`src/rtl/fsm_start_sequencer.sv`:
```
// fsm_start_sequencer
//   Initiator side of a three-state IDLE/INIT/STRT control FSM. On a start
//   request it resets the controlled FSM, confirms it sits in IDLE, enables
//   it, and waits a bounded time for STRT. A failed attempt is retried up to
//   MAX_RETRY times. An illegal state code, or a backward step of the
//   controlled FSM, aborts the sequence at once without retrying.
//
// Ports
//   clock_i        system clock, rising edge
//   reset_i        synchronous active-high reset
//   start_i        start request, sampled only while not busy
//   abort_i        abandon the current sequence and return to idle
//   state_i        one-hot state of the controlled FSM
//   fsm_reset_o    reset input of the controlled FSM
//   fsm_enable_o   enable input of the controlled FSM
//   busy_o         sequence in progress (reset, check or run phase)
//   done_o         controlled FSM reached STRT
//   fail_o         retries exhausted or illegal behaviour seen
//   illegal_o      sticky illegal state / illegal transition flag
//   retry_count_o  failed attempts in the current sequence
module fsm_start_sequencer #(
    parameter int unsigned     SIZE       = 3,
    parameter logic [SIZE-1:0] IDLE       = 3'b001,
    parameter logic [SIZE-1:0] INIT       = 3'b010,
    parameter logic [SIZE-1:0] STRT       = 3'b100,
    parameter int unsigned     RST_CYCLES = 2,
    parameter int unsigned     TIMEOUT    = 8,
    parameter int unsigned     MAX_RETRY  = 3
) (
    input  logic            clock_i,
    input  logic            reset_i,
    input  logic            start_i,
    input  logic            abort_i,
    input  logic [SIZE-1:0] state_i,
    output logic            fsm_reset_o,
    output logic            fsm_enable_o,
    output logic            busy_o,
    output logic            done_o,
    output logic            fail_o,
    output logic            illegal_o,
    output logic [3:0]      retry_count_o
);

    typedef enum logic [2:0] {
        S_IDLE, S_RESET, S_CHECK, S_RUN, S_DONE, S_FAIL
    } state_t;

    state_t          state, state_next;
    logic [3:0]      rst_cnt, rst_cnt_next;
    logic [7:0]      timer, timer_next, timer_inc;
    logic [3:0]      retry_next;
    logic [SIZE-1:0] prev, prev_next;
    logic            fsm_reset_next, fsm_enable_next, busy_next;
    logic            done_next, fail_next, illegal_next;
    logic            monitor, bad_code, backward, illegal_hit, attempt_fail;

    // Progress order of the controlled FSM; used to spot backward steps.
    function automatic logic [1:0] rank(input logic [SIZE-1:0] code);
        if (code == STRT) return 2'd2;
        if (code == INIT) return 2'd1;
        return 2'd0;
    endfunction

    always_ff @(posedge clock_i) begin
        if (reset_i) begin
            state         <= S_IDLE;
            rst_cnt       <= '0;
            timer         <= '0;
            prev          <= IDLE;
            fsm_reset_o   <= 1'b0;
            fsm_enable_o  <= 1'b0;
            busy_o        <= 1'b0;
            done_o        <= 1'b0;
            fail_o        <= 1'b0;
            illegal_o     <= 1'b0;
            retry_count_o <= '0;
        end else begin
            state         <= state_next;
            rst_cnt       <= rst_cnt_next;
            timer         <= timer_next;
            prev          <= prev_next;
            fsm_reset_o   <= fsm_reset_next;
            fsm_enable_o  <= fsm_enable_next;
            busy_o        <= busy_next;
            done_o        <= done_next;
            fail_o        <= fail_next;
            illegal_o     <= illegal_next;
            retry_count_o <= retry_next;
        end
    end

    always_comb begin
        state_next      = state;
        rst_cnt_next    = rst_cnt;
        timer_next      = timer;
        retry_next      = retry_count_o;
        fsm_reset_next  = 1'b0;
        fsm_enable_next = fsm_enable_o;
        done_next       = done_o;
        fail_next       = fail_o;
        illegal_next    = illegal_o;
        attempt_fail    = 1'b0;
        timer_inc       = timer + 8'd1;

        // While the controlled FSM is held in reset its history is
        // meaningless, so the comparison baseline restarts at IDLE.
        prev_next = fsm_reset_o ? IDLE : state_i;

        monitor     = (state == S_CHECK) || (state == S_RUN) || (state == S_DONE);
        bad_code    = (state_i != IDLE) && (state_i != INIT) && (state_i != STRT);
        backward    = !bad_code && (rank(state_i) < rank(prev));
        illegal_hit = monitor && (bad_code || backward);

        if (abort_i) begin
            // Abort also swallows a start request on the same edge.
            if (state != S_IDLE) begin
                state_next      = S_IDLE;
                fsm_reset_next  = 1'b1;
                fsm_enable_next = 1'b0;
                done_next       = 1'b0;
            end
        end else if (illegal_hit) begin
            state_next      = S_FAIL;
            fsm_enable_next = 1'b0;
            done_next       = 1'b0;
            fail_next       = 1'b1;
            illegal_next    = 1'b1;
        end else begin
            case (state)
                S_RESET: begin
                    if (rst_cnt <= 4'd1) begin
                        state_next = S_CHECK;
                    end else begin
                        rst_cnt_next   = rst_cnt - 4'd1;
                        fsm_reset_next = 1'b1;
                    end
                end
                S_CHECK: begin
                    if (state_i == IDLE) begin
                        state_next      = S_RUN;
                        fsm_enable_next = 1'b1;
                        timer_next      = '0;
                    end else begin
                        attempt_fail = 1'b1;
                    end
                end
                S_RUN: begin
                    timer_next = timer_inc;
                    // STRT on the timeout edge still counts as success.
                    if (state_i == STRT) begin
                        state_next = S_DONE;
                        done_next  = 1'b1;
                    end else if (timer_inc == 8'(TIMEOUT)) begin
                        attempt_fail = 1'b1;
                    end
                end
                default: begin
                    if (start_i) begin
                        state_next      = S_RESET;
                        rst_cnt_next    = 4'(RST_CYCLES);
                        fsm_reset_next  = 1'b1;
                        fsm_enable_next = 1'b0;
                        done_next       = 1'b0;
                        fail_next       = 1'b0;
                        illegal_next    = 1'b0;
                        retry_next      = '0;
                    end
                end
            endcase
        end

        if (attempt_fail) begin
            fsm_enable_next = 1'b0;
            if (retry_count_o < 4'(MAX_RETRY)) begin
                retry_next     = retry_count_o + 4'd1;
                state_next     = S_RESET;
                rst_cnt_next   = 4'(RST_CYCLES);
                fsm_reset_next = 1'b1;
            end else begin
                state_next = S_FAIL;
                fail_next  = 1'b1;
            end
        end

        busy_next = (state_next == S_RESET) || (state_next == S_CHECK) ||
                    (state_next == S_RUN);
    end

endmodule

```
`config.mk`:
```
export PLATFORM = sky130hd
export DESIGN_NAME = fsm_start_sequencer
export DESIGN_NICKNAME = d
export VERILOG_FILES = /design/src/rtl/fsm_start_sequencer.sv
export SDC_FILE = /design/constraint.sdc
export NUM_CORES = 1
export LEC_CHECK = 0
export CORE_MARGIN = 4
export CORE_UTILIZATION = 55
export CTS_CLUSTER_SIZE = 14
export DETAILED_ROUTE_END_ITERATION = 16
export GPL_TIMING_DRIVEN = 1
export PLACE_DENSITY = 0.78
export REMOVE_ABC_BUFFERS = 1
export SLEW_MARGIN = 20
export SYNTH_ARGS = -nofsm -noshare
export SYNTH_HDL_FRONTEND = slang
export SYNTH_SLANG_ARGS = --single-unit
```
`constraint.sdc`:
```
create_clock -name clock_i -period 3.7 [get_ports clock_i]
set_input_delay 0.925 -clock clock_i [delete_from_list [all_inputs] [get_ports clock_i]]
set_output_delay 0.925 -clock clock_i [all_outputs]
set_load 0.05 [all_outputs]
```
==> results.cfg <==
[run]
max-cap-violations = 0

[die]
start_util_pct = 58.03
pin_count = 17
rows = 19
die_y_um = 61.94
core_um2 = 2758
die_w_um = 61.94
fp.dieArea_um2 = 3837

[logic_synthesis]
synth_largest_area_cell = dfxtp_1
yosysUniqueCellTypes = 48
yosys_register_bits = 28
yosysSeqAreaShare_pct = 35.03
synthTopCellsByArea = dfxtp_1 (35%), a21oi_1 (7.8%), ha_1 (3.9%)
synthFlopType = dfxtp_1
synth-async-reset-ratio_pct = 0
yosysTopAreaCellShare_pct = 35.03
ys_warn_count = 0
synth_area_um2 = 1600
post_synth.cell_area_avg_um2 = 8.082
synth-edff-count = 0
synthesis.instances = 198

[sta]
slew_headroom_pct = 58.67
setup_tns_ns = 0
hold_violations = 0
slew_viol_final = 0
tightest_slew_ns = 0.6179
fmax_ghz = 0.3035
fin_crit_sh_pct = 89.06
clock_skew_ns = 0.007915
fin_ws_ns = 0.4046
setup_viol = 0
fin_crit_ns = 3.295
rsz0062_at_grt = no

[detailed_routing]
dr.pass1.iters = 4
drc = 0
ant_nets = 0
vias = 1525
vias_per_cell = 6.250
drt_iter0_drc = 86
wl_um = 3836
wire_per_inst_um = 15.72

[min_path]
hold_path_class = register to register

[grt]
grt_max_degree = 18
grt_pass1_vias = 1427
antenna_found_initial = 0
track_usage_pct = 22.23
grt_pass1_wl_um = 6430
grt_overflow = 0

[cells_and_area]
final_common_cell = dfxtp_1
fillers = 235
antenna-diode-count = 0
layout_common_cells = dfxtp_1 (28), a21oi_1 (25), clkdlybuf4s50_1 (16), nor2_1 (15), nand2_1 (13)
instances_no_fill = 244
regArea_um2 = 560.5
area_delta_synth_final_pct = 14.78
multi_input_area_um2 = 968.4
drive_above_1_share_pct = 8.451
nets = 226

[worst_setup_path]
critPathMaxFanout = 15
crit_type = input pin to register
worst_path_largest_cell_delay_ns = 0.58
arrival_ns = 3.57
path_delay_family = simple AND/OR/NAND/NOR gates
cp.buffers_inverters = 1
critPathCaptureType = register
start_kind = input pin
slowest_stage = clkdlybuf4s50_1
crit_required_ns = 3.98
cp_cell_sequence = clkdlybuf4s50_1, nor3b_1, ha_1, nor4b_1, nor4_2, o21a_4, nand3_4, or4_1, a21oi_1

[place]
hpwlAfterDp_um = 2862
io_buffers = 16
gp_congestion = 0.9231
dp_cells = 240
dpl_worst_slack_ns = 0.1240

[pwr]
ir_drop_mv = 0.2941
pwr_density_cell_nw_per_um2 = 329.2
p_leak_nw = 0.6648

[cts]
tritoncts = done
numCtsBuffers = 3
post_cts_resized = 0
root_buffer = clkbuf_4
clk_pin_slew_ns = 0.15
cts_setup_buffers = 0
clockBufferDepth = 2
cts_hold_buf = 0
h-tree-depth = 1
cts.sinks = 28
clock_latency_ns = 0.33

[run_status]
status = complete, no violations
-- per-stage QoR --
stage / power (W) / utilization, % / hold slack, ns / instance area (um2)
floorplan: 0.0003748 / - / 0.4513 / 1563
global placement: 0.0004080 / 64.70 / 0.4670 / 1784
detailed placement: 0.0004099 / 64.70 / 0.4770 / 1784
finish: 0.0006047 / 66.61 / 0.4950 / 1837
CTS: 0.0006086 / 66.61 / 0.5007 / 1837
global route: 0.0006322 / 66.61 / 0.5259 / 1837
-- where the power goes --
| part | internal [W] | switching [W] |
|---|---|---|
| clock network | 0.000110 | 0.0000894 |
| registers | 0.000309 | 0.00000800 |
| logic | 0.0000340 | 0.0000545 |
-- layout make-up --
| type | instances | share of cell area (%) |
|---|---|---|
| timing repair buffer | 19 | 9.946 |
| clock buffer | 3 | 1.226 |
| multi-input combinational | 153 | 52.72 |
| clock inverter | 1 | 1.635 |
| sequential | 28 | 30.52 |
| tap | 31 | 2.112 |
| inverter | 9 | 1.839 |
-- path summary, 6_finish.rpt --
path | from | endpoint | slack (ns) | cells past startpoint
worst max-delay path | state_i[2] | timer[7]$_SDFFE_PP0P_ | 0.40 | 9
worst min-delay path | illegal_o$_SDFFE_PP0P_ | illegal_o$_SDFFE_PP0P_ | 0.49 | 2
worst max register to register | prev[1]$_SDFF_PP0_ | timer[7]$_SDFFE_PP0P_ | 1.41 | 9
worst min register to register | illegal_o$_SDFFE_PP0P_ | illegal_o$_SDFFE_PP0P_ | 0.49 | 2
-- cell usage after synthesis (all sizes together) (4+ instances only) --
library cell,instances
nor3,7
or3b,5
ha,5
inv,9
nand3,6
o21a,4
and2,4
a21oi,25
nor4,4
nor2,15
nand2,13
o21ai,18
buf,4
clkbuf,4
dfxtp,28
or3,5
-- flip-flops by register name, summed over array words and instances (netlist names) --
signal         cells
busy_o             1
done_o             1
fail_o             1
fsm_enable_o       1
fsm_reset_o        1
illegal_o          1
prev               3
retry_count_o      4
rst_cnt            4
state              3
timer              8
-- per-layer routing --
metal / routed length [um] / share of wire, % / vias up / global-route usage (%)
met3: 190 / 5.0 / 7 / 2.479
li1: - / - / 760 / -
met2: 1844 / 48 / 53 / 37.72
met1: 1730 / 45 / 705 / 28.98
met4: 70 / 1.8 / 0 / 7.879
met5: 0 / 0 / - / 0
-- tightest hold or removal path: cells and delay by family (launching register included) --
kind	cells	cell delay, ns
compound gates	2	0.13
flops	1	0.34
-- cell families after synthesis --
logic type	share of synthesized area, %
buffers and inverters	4.456
and+or+nand+nor	28.69
DFF	35.03
AOI/OAI and AO/OA	25.41
muxes	1.955
xor gates and xnor gates	0.5474
adders and majority gates	3.909
(Power assumes the default switching activity.)
